<file path="src/rtl/uart_pkg.sv">
// Shared types and constants for the oversampling UART receiver.
// Optional parity support is selected by the UART_RX_PARITY_EN macro.
package uart_pkg;

    localparam int OS_RATE       = 16;
    localparam int OS_SAMPLE_MID = 8;

    typedef enum logic [2:0] {
        IDLE      = 3'd0,
        START     = 3'd1,
        DATA      = 3'd2,
`ifdef UART_RX_PARITY_EN
        PARITY    = 3'd3,
`endif
        STOP      = 3'd4,
        WAIT_HIGH = 3'd5
    } uart_rx_state_e;

    // Per-character error flags stored alongside the data bits in each FIFO entry.
    typedef struct packed {
`ifdef UART_RX_PARITY_EN
        logic parity_err;
`endif
        logic frame_err;
    } uart_rx_status_t;

endpackage

</file>
<file path="src/rtl/uart_rx_sync_fifo.sv">
// Single-clock circular FIFO; pointers carry one extra wrap bit to tell full from empty.
module uart_rx_sync_fifo #(
    parameter int WIDTH = 9,
    parameter int DEPTH = 4
) (
    input  logic                     clk,
    input  logic                     resetn,
    input  logic                     push,
    input  logic [WIDTH-1:0]         push_data,
    input  logic                     pop,
    output logic [WIDTH-1:0]         pop_data,
    output logic                     full,
    output logic                     empty,
    output logic [$clog2(DEPTH):0]   level
);

    localparam int AW = $clog2(DEPTH);
    localparam logic [AW:0] FULL_LEVEL = (AW + 1)'(DEPTH);

    logic [AW:0]      wr_ptr_reg;
    logic [AW:0]      rd_ptr_reg;
    logic [WIDTH-1:0] mem_reg [DEPTH];
    logic             push_ok;
    logic             pop_ok;

    assign level    = wr_ptr_reg - rd_ptr_reg;
    assign empty    = (wr_ptr_reg == rd_ptr_reg);
    assign full     = (level == FULL_LEVEL);
    assign pop_ok   = pop && !empty;
    // A pop in the same cycle frees the slot, so a push into a full FIFO still lands.
    assign push_ok  = push && (!full || pop_ok);
    assign pop_data = mem_reg[rd_ptr_reg[AW-1:0]];

    always_ff @(posedge clk) begin
        if (!resetn) begin
            wr_ptr_reg <= '0;
            rd_ptr_reg <= '0;
            for (int i = 0; i < DEPTH; i++) begin
                mem_reg[i] <= '0;
            end
        end else begin
            if (push_ok) begin
                mem_reg[wr_ptr_reg[AW-1:0]] <= push_data;
                wr_ptr_reg <= wr_ptr_reg + 1'b1;
            end
            if (pop_ok) begin
                rd_ptr_reg <= rd_ptr_reg + 1'b1;
            end
        end
    end

endmodule

</file>
<file path="src/rtl/uart_rx_fifo_ctrl.sv">
// 16x oversampled UART receiver with majority voting and a receive FIFO.
// Define UART_RX_PARITY_EN to expect and check one parity bit per frame.
module uart_rx_fifo_ctrl
    import uart_pkg::*;
#(
    parameter int CLOCK_FREQ = 50000000,
    parameter int BAUD_RATE  = 115200,
    parameter int DATA_BITS  = 8,
    parameter int STOP_BITS  = 1,
    parameter int PARITY_ODD = 0,
    parameter int FIFO_DEPTH = 4
) (
    input  logic                          clk,
    input  logic                          resetn,
    input  logic                          rx,
    output logic [DATA_BITS-1:0]          m_data,
    output logic                          m_frame_err,
    output logic                          m_parity_err,
    output logic                          m_valid,
    input  logic                          m_ready,
    output logic                          overrun_err,
    output logic [$clog2(FIFO_DEPTH):0]   fifo_level
);

    localparam int DIV   = CLOCK_FREQ / (BAUD_RATE * OS_RATE);
    localparam int DIV_W = (DIV > 1) ? $clog2(DIV) : 1;
    localparam logic [DIV_W-1:0] DIV_LAST  = DIV_W'(DIV - 1);
    localparam logic [3:0]       SAMPLE_A  = 4'(OS_SAMPLE_MID - 1);
    localparam logic [3:0]       SAMPLE_B  = 4'(OS_SAMPLE_MID);
    localparam logic [3:0]       SAMPLE_C  = 4'(OS_SAMPLE_MID + 1);
    localparam logic [3:0]       BIT_LAST  = 4'(OS_RATE - 1);
    localparam logic [3:0]       DATA_LAST = 4'(DATA_BITS);
    localparam logic             STOP_LAST = 1'(STOP_BITS - 1);

    if (DIV < 1) begin : g_div_check
        $error("uart_rx_fifo_ctrl: CLOCK_FREQ/(BAUD_RATE*16) must be at least 1");
    end
    if (DATA_BITS < 5 || DATA_BITS > 9) begin : g_data_check
        $error("uart_rx_fifo_ctrl: DATA_BITS must be 5..9");
    end
    if (STOP_BITS != 1 && STOP_BITS != 2) begin : g_stop_check
        $error("uart_rx_fifo_ctrl: STOP_BITS must be 1 or 2");
    end
    if (PARITY_ODD != 0 && PARITY_ODD != 1) begin : g_parity_check
        $error("uart_rx_fifo_ctrl: PARITY_ODD must be 0 or 1");
    end
    if (FIFO_DEPTH < 2 || (FIFO_DEPTH & (FIFO_DEPTH - 1)) != 0) begin : g_depth_check
        $error("uart_rx_fifo_ctrl: FIFO_DEPTH must be a power of 2, at least 2");
    end

    typedef struct packed {
        uart_rx_status_t        status;
        logic [DATA_BITS-1:0]   data;
    } entry_t;

    uart_rx_state_e        state_reg, state_next;
    logic                  rx_meta_reg, rx_sync_reg, rx_prev_reg;
    logic [DIV_W-1:0]      div_cnt_reg, div_cnt_next;
    logic [3:0]            os_cnt_reg, os_cnt_next;
    logic [1:0]            samp_reg, samp_next;
    logic [3:0]            bit_cnt_reg, bit_cnt_next;
    logic                  stop_cnt_reg, stop_cnt_next;
    logic [DATA_BITS-1:0]  shift_reg, shift_next;
    logic                  frame_err_reg, frame_err_next;
`ifdef UART_RX_PARITY_EN
    logic                  parity_err_reg, parity_err_next;
`endif
    logic                  fall, maj, tick, decide, bit_end, push;
    logic                  fifo_full, fifo_empty;
    entry_t                push_entry, head_entry;

    assign fall = rx_prev_reg & ~rx_sync_reg;
    // The third vote is the live synchronised line at the decision tick.
    assign maj  = (samp_reg[0] & samp_reg[1]) | (samp_reg[0] & rx_sync_reg) |
                  (samp_reg[1] & rx_sync_reg);

    always_ff @(posedge clk) begin
        if (!resetn) begin
            rx_meta_reg    <= 1'b1;
            rx_sync_reg    <= 1'b1;
            rx_prev_reg    <= 1'b1;
            state_reg      <= IDLE;
            div_cnt_reg    <= '0;
            os_cnt_reg     <= '0;
            samp_reg       <= '0;
            bit_cnt_reg    <= '0;
            stop_cnt_reg   <= 1'b0;
            shift_reg      <= '0;
            frame_err_reg  <= 1'b0;
`ifdef UART_RX_PARITY_EN
            parity_err_reg <= 1'b0;
`endif
        end else begin
            rx_meta_reg    <= rx;
            rx_sync_reg    <= rx_meta_reg;
            rx_prev_reg    <= rx_sync_reg;
            state_reg      <= state_next;
            div_cnt_reg    <= div_cnt_next;
            os_cnt_reg     <= os_cnt_next;
            samp_reg       <= samp_next;
            bit_cnt_reg    <= bit_cnt_next;
            stop_cnt_reg   <= stop_cnt_next;
            shift_reg      <= shift_next;
            frame_err_reg  <= frame_err_next;
`ifdef UART_RX_PARITY_EN
            parity_err_reg <= parity_err_next;
`endif
        end
    end

    always_comb begin
        state_next     = state_reg;
        div_cnt_next   = div_cnt_reg;
        os_cnt_next    = os_cnt_reg;
        samp_next      = samp_reg;
        bit_cnt_next   = bit_cnt_reg;
        stop_cnt_next  = stop_cnt_reg;
        shift_next     = shift_reg;
        frame_err_next = frame_err_reg;
`ifdef UART_RX_PARITY_EN
        parity_err_next = parity_err_reg;
        push_entry.status.parity_err = parity_err_reg;
`endif
        push_entry.status.frame_err = frame_err_reg | ~maj;
        push_entry.data = shift_reg;
        tick = 1'b0;
        push = 1'b0;

        if (state_reg != IDLE) begin
            if (div_cnt_reg == DIV_LAST) begin
                tick         = 1'b1;
                div_cnt_next = '0;
            end else begin
                div_cnt_next = div_cnt_reg + DIV_W'(1);
            end
        end
        if (tick) begin
            os_cnt_next = os_cnt_reg + 4'd1;
            if (os_cnt_reg == SAMPLE_A) samp_next[0] = rx_sync_reg;
            if (os_cnt_reg == SAMPLE_B) samp_next[1] = rx_sync_reg;
        end
        decide  = tick && (os_cnt_reg == SAMPLE_C);
        bit_end = tick && (os_cnt_reg == BIT_LAST);

        case (state_reg)
            IDLE: begin
                if (fall) begin
                    state_next     = START;
                    div_cnt_next   = '0;
                    os_cnt_next    = '0;
                    bit_cnt_next   = '0;
                    stop_cnt_next  = 1'b0;
                    frame_err_next = 1'b0;
`ifdef UART_RX_PARITY_EN
                    parity_err_next = 1'b0;
`endif
                end
            end
            START: begin
                if (decide && maj) state_next = IDLE;
                else if (bit_end)  state_next = DATA;
            end
            DATA: begin
                if (decide) begin
                    shift_next   = {maj, shift_reg[DATA_BITS-1:1]};
                    bit_cnt_next = bit_cnt_reg + 4'd1;
                end
                if (bit_end && bit_cnt_reg == DATA_LAST) begin
`ifdef UART_RX_PARITY_EN
                    state_next = PARITY;
`else
                    state_next = STOP;
`endif
                end
            end
`ifdef UART_RX_PARITY_EN
            PARITY: begin
                if (decide && (maj != ((^shift_reg) ^ PARITY_ODD[0]))) parity_err_next = 1'b1;
                if (bit_end) state_next = STOP;
            end
`endif
            STOP: begin
                if (decide) begin
                    if (!maj) frame_err_next = 1'b1;
                    if (stop_cnt_reg == STOP_LAST) begin
                        push       = 1'b1;
                        state_next = rx_sync_reg ? IDLE : WAIT_HIGH;
                    end
                end
                if (bit_end) stop_cnt_next = 1'b1;
            end
            WAIT_HIGH: begin
                if (rx_sync_reg) state_next = IDLE;
            end
            default: state_next = IDLE;
        endcase
    end

    uart_rx_sync_fifo #(
        .WIDTH ($bits(entry_t)),
        .DEPTH (FIFO_DEPTH)
    ) u_fifo (
        .clk       (clk),
        .resetn    (resetn),
        .push      (push),
        .push_data (push_entry),
        .pop       (m_ready),
        .pop_data  (head_entry),
        .full      (fifo_full),
        .empty     (fifo_empty),
        .level     (fifo_level)
    );

    assign m_valid     = !fifo_empty;
    assign m_data      = head_entry.data;
    assign m_frame_err = head_entry.status.frame_err;
`ifdef UART_RX_PARITY_EN
    assign m_parity_err = head_entry.status.parity_err;
`else
    assign m_parity_err = 1'b0;
`endif
    // Full FIFO means non-empty, so m_ready alone says whether a slot frees up.
    assign overrun_err = push && fifo_full && !m_ready;

endmodule

</file>
<file path="config.mk">
export PLATFORM = sky130hd
export DESIGN_NAME = uart_rx_fifo_ctrl
export DESIGN_NICKNAME = d
export VERILOG_FILES = /design/src/rtl/uart_pkg.sv /design/src/rtl/uart_rx_sync_fifo.sv /design/src/rtl/uart_rx_fifo_ctrl.sv
export SDC_FILE = /design/constraint.sdc
export NUM_CORES = 1
export LEC_CHECK = 0
export BUFFER_PORTS_ARGS = -buffer_cell sky130_fd_sc_hd__buf_2
export CORE_MARGIN = 10
export CORE_UTILIZATION = 42
export DETAILED_ROUTE_END_ITERATION = 6
export HOLD_SLACK_MARGIN = 0.1
export PLACE_DENSITY_LB_ADDON = 0.3
export SLEW_MARGIN = 20
export SYNTH_ARGS = -nofsm -noshare
export SYNTH_HDL_FRONTEND = slang
export SYNTH_SLANG_ARGS = --single-unit
</file>
<file path="constraint.sdc">
create_clock -name clk -period 4.6 [get_ports clk]
set_clock_uncertainty 0.05 [all_clocks]
set_input_delay 1.38 -clock clk [delete_from_list [all_inputs] [get_ports clk]]
set_output_delay 1.38 -clock clk [all_outputs]
set_load 0.02 [all_outputs]
</file>
==> flow_summary.toml <==
[run_status]
status = "finished, final reports clean"

[yosys]
seq_area_frac_synth = 0.535
synth_edf_count = 36
synthArstFlopShare = 0
syn_area_sq_um = 3480
synth_area_per_cell_sq_um = 11.1
synth-seq-cells = 75
ys_types = 51
synth_flop_cell = "dfxtp_1"
yosysTopAreaCell = "edfxtp_1"
yosys_warnings = 0
ys_top_cells_by_area = "edfxtp_1, dfxtp_1, nor2_1, mux4_2, ha_1"
synth_common_cells = "nor2_1, dfxtp_1, edfxtp_1, nand2_1, inv_1"
synth_top_cell_area_share = 0.311
mappedNetlistNets = 330
postSynthCellCount = 314
synth_most_common_cell = "nor2_1"

[floorplanning]
die_x_um = 111
rows = 33
die_y_um = 111
coreArea_sq_um = 8130
ios = 19
start_util = 0.428
dieArea_sq_um = 12300

[worst_hold_path]
min_path_type = "flop to flop"
worstHoldStart = "rx_meta_reg$_SDFF_PN1_"

[timing]
maxSlewViolCount = 0
min_period_over_period = 0.780
period_needed_ns = 3.59
setup_viol_count_final = 0
rsz0062_at_grt = "false"
max_slew_margin = 0.529
finalHoldViolations = 0
tns_ns = 0
max_freq_ghz = 0.279
tightest_slew_ns = 0.704

[detailed_routing]
drt_wl_total_mm = 6.96
drt_iter0_markers = 184
vias = 2282
post_drt_wl_per_cell_um = 16.0
remaining_drc_errors = 0
vias_per_cell = 5.23
dr.pass1.iters = 4
final_antenna_net_count = 0

[clock_tree]
numCtsBuffers = 9
clk_latency_ns = 0.35
cts_num_sinks = 75
post_cts_resized = 0
cts_tree = "built"
clock-root-buffer = "clkbuf_8"
cts_max_level = 3
clk_pin_slew_ns = 0.09
cts_hold_buf = 0
clock_tree.buffer_depth = 2
cts_setup_buffers = 0

[layout]
antennaDiodeCount = 0
multi_input_area_sq_um = 1480
finalInstanceArea_sq_um = 3800
regArea_sq_um = 1860
largest_register_ff_count = 36
nets = 342
synthToLayoutAreaGrowth_pct = 9.10
nFillCells = 729
drive_above_1_share = 0.157

[setup_path]
critPathKind = "flop to primary output"
r2r-start = "u_fifo.wr_ptr_reg[0]$_SDFFE_PN0P_"
crit_start = "u_fifo.wr_ptr_reg[0]$_SDFFE_PN0P_"
crit_required_ns = 3.17
crit_fanout = 4
end_kind = "primary output"
cp.arrival_ns = 2.16
start_kind = "flop"

[pwr]
power.leakage_nw = 1.41
ir_worst_vdd_uv = 204
pwr_density_cell_nw_per_um2 = 339

[placement]
io_buffers = 17
place_congestion = 0.842
place_area_sq_um = 3610
dp_hpwl_mm = 5.05

[global_routing]
grt_max_degree = 24
grt_pass1_vias = 2117
grt_usage = 0.112
grt_pass1_wl_mm = 11.2
overflow = 0
antenna_found_initial = 0

[job]
cap_violations = 0
==> worst max-delay path: stages (launching register included) <==
cell	delay, ns
dfxtp_1	0.37
inv_1	0.11
ha_1	0.20
fa_1	0.37
xor3_1	0.22
nand3_1	0.13
nor3b_1	0.21
buf_2	0.19
==> final cells by class <==
cell class              instances  area share
flip-flops and latches         75       0.490
multi-input cells             209       0.389
well taps                     105      0.0346
clock buffers                   9      0.0326
repair buffers                 18      0.0244
clock inverters                 7      0.0165
inverters                      13      0.0129
==> power breakdown <==
part           switching (W)  internal [W]  total [W]
combinational      0.0000478     0.0000285  0.0000763
clock               0.000272      0.000209   0.000481
sequential         0.0000164      0.000714   0.000730
total               0.000336      0.000951    0.00129
==> cells in the final DEF (no fill, tap or decap), types with 8 or more instances in the layout <==
master / count
a21oi_1: 8
buf_2: 17
clkbuf_8: 9
dfxtp_1: 39
edfxtp_1: 36
ha_1: 11
inv_1: 13
mux2i_1: 11
mux4_2: 9
nand2_1: 18
nor2_1: 72
xor2_1: 9
==> through the flow <==
step / setup WS, ns / total power (W) / util / hold slack (ns) / std cells
floorplan: 1.14 / 0.000802 / - / 0.336 / 314
global placement: 1.33 / 0.000821 / 0.444 / 0.350 / 420
detailed placement: 1.25 / 0.000823 / 0.444 / 0.361 / 420
CTS: 0.994 / 0.00129 / 0.467 / 0.380 / 436
global route: 0.869 / 0.00133 / 0.467 / 0.389 / 436
finish: 1.01 / 0.00129 / 0.467 / 0.370 / 436
==> final timing paths <==
path | to | slack, ns | cells past startpoint
setup / recovery | overrun_err | 1.01 | 7
hold / removal | rx_sync_reg$_SDFF_PN1_ | 0.37 | 1
setup reg to reg | u_fifo.mem_reg[1][0]$_SDFFCE_PN0P_ | 1.62 | 8
hold reg to reg | rx_sync_reg$_SDFF_PN1_ | 0.37 | 1
==> cell families (layout without fill, tap and decap cells) <==
family | Yosys count | count (layout) | synth area share
buffers and inverters | 30 | 47 | 0.0410
AOI/OAI and AO/OA | 35 | 35 | 0.0690
muxes | 20 | 20 | 0.0899
adders and majority gates | 12 | 12 | 0.0453
other | 1 | 1 | 0.00108
xor gates and xnor gates | 13 | 13 | 0.0370
and+or+nand+nor | 128 | 128 | 0.182
DFF | 75 | 75 | 0.535
==> metal layers <==
layer,global-route usage,share of wire,up-vias
met5,0,0,-
met4,0.0428,0.0089,0
met3,0.0281,0.041,7
met2,0.167,0.46,53
met1,0.151,0.49,1095
li1,-,-,1127
(Power assumes the default switching activity.)
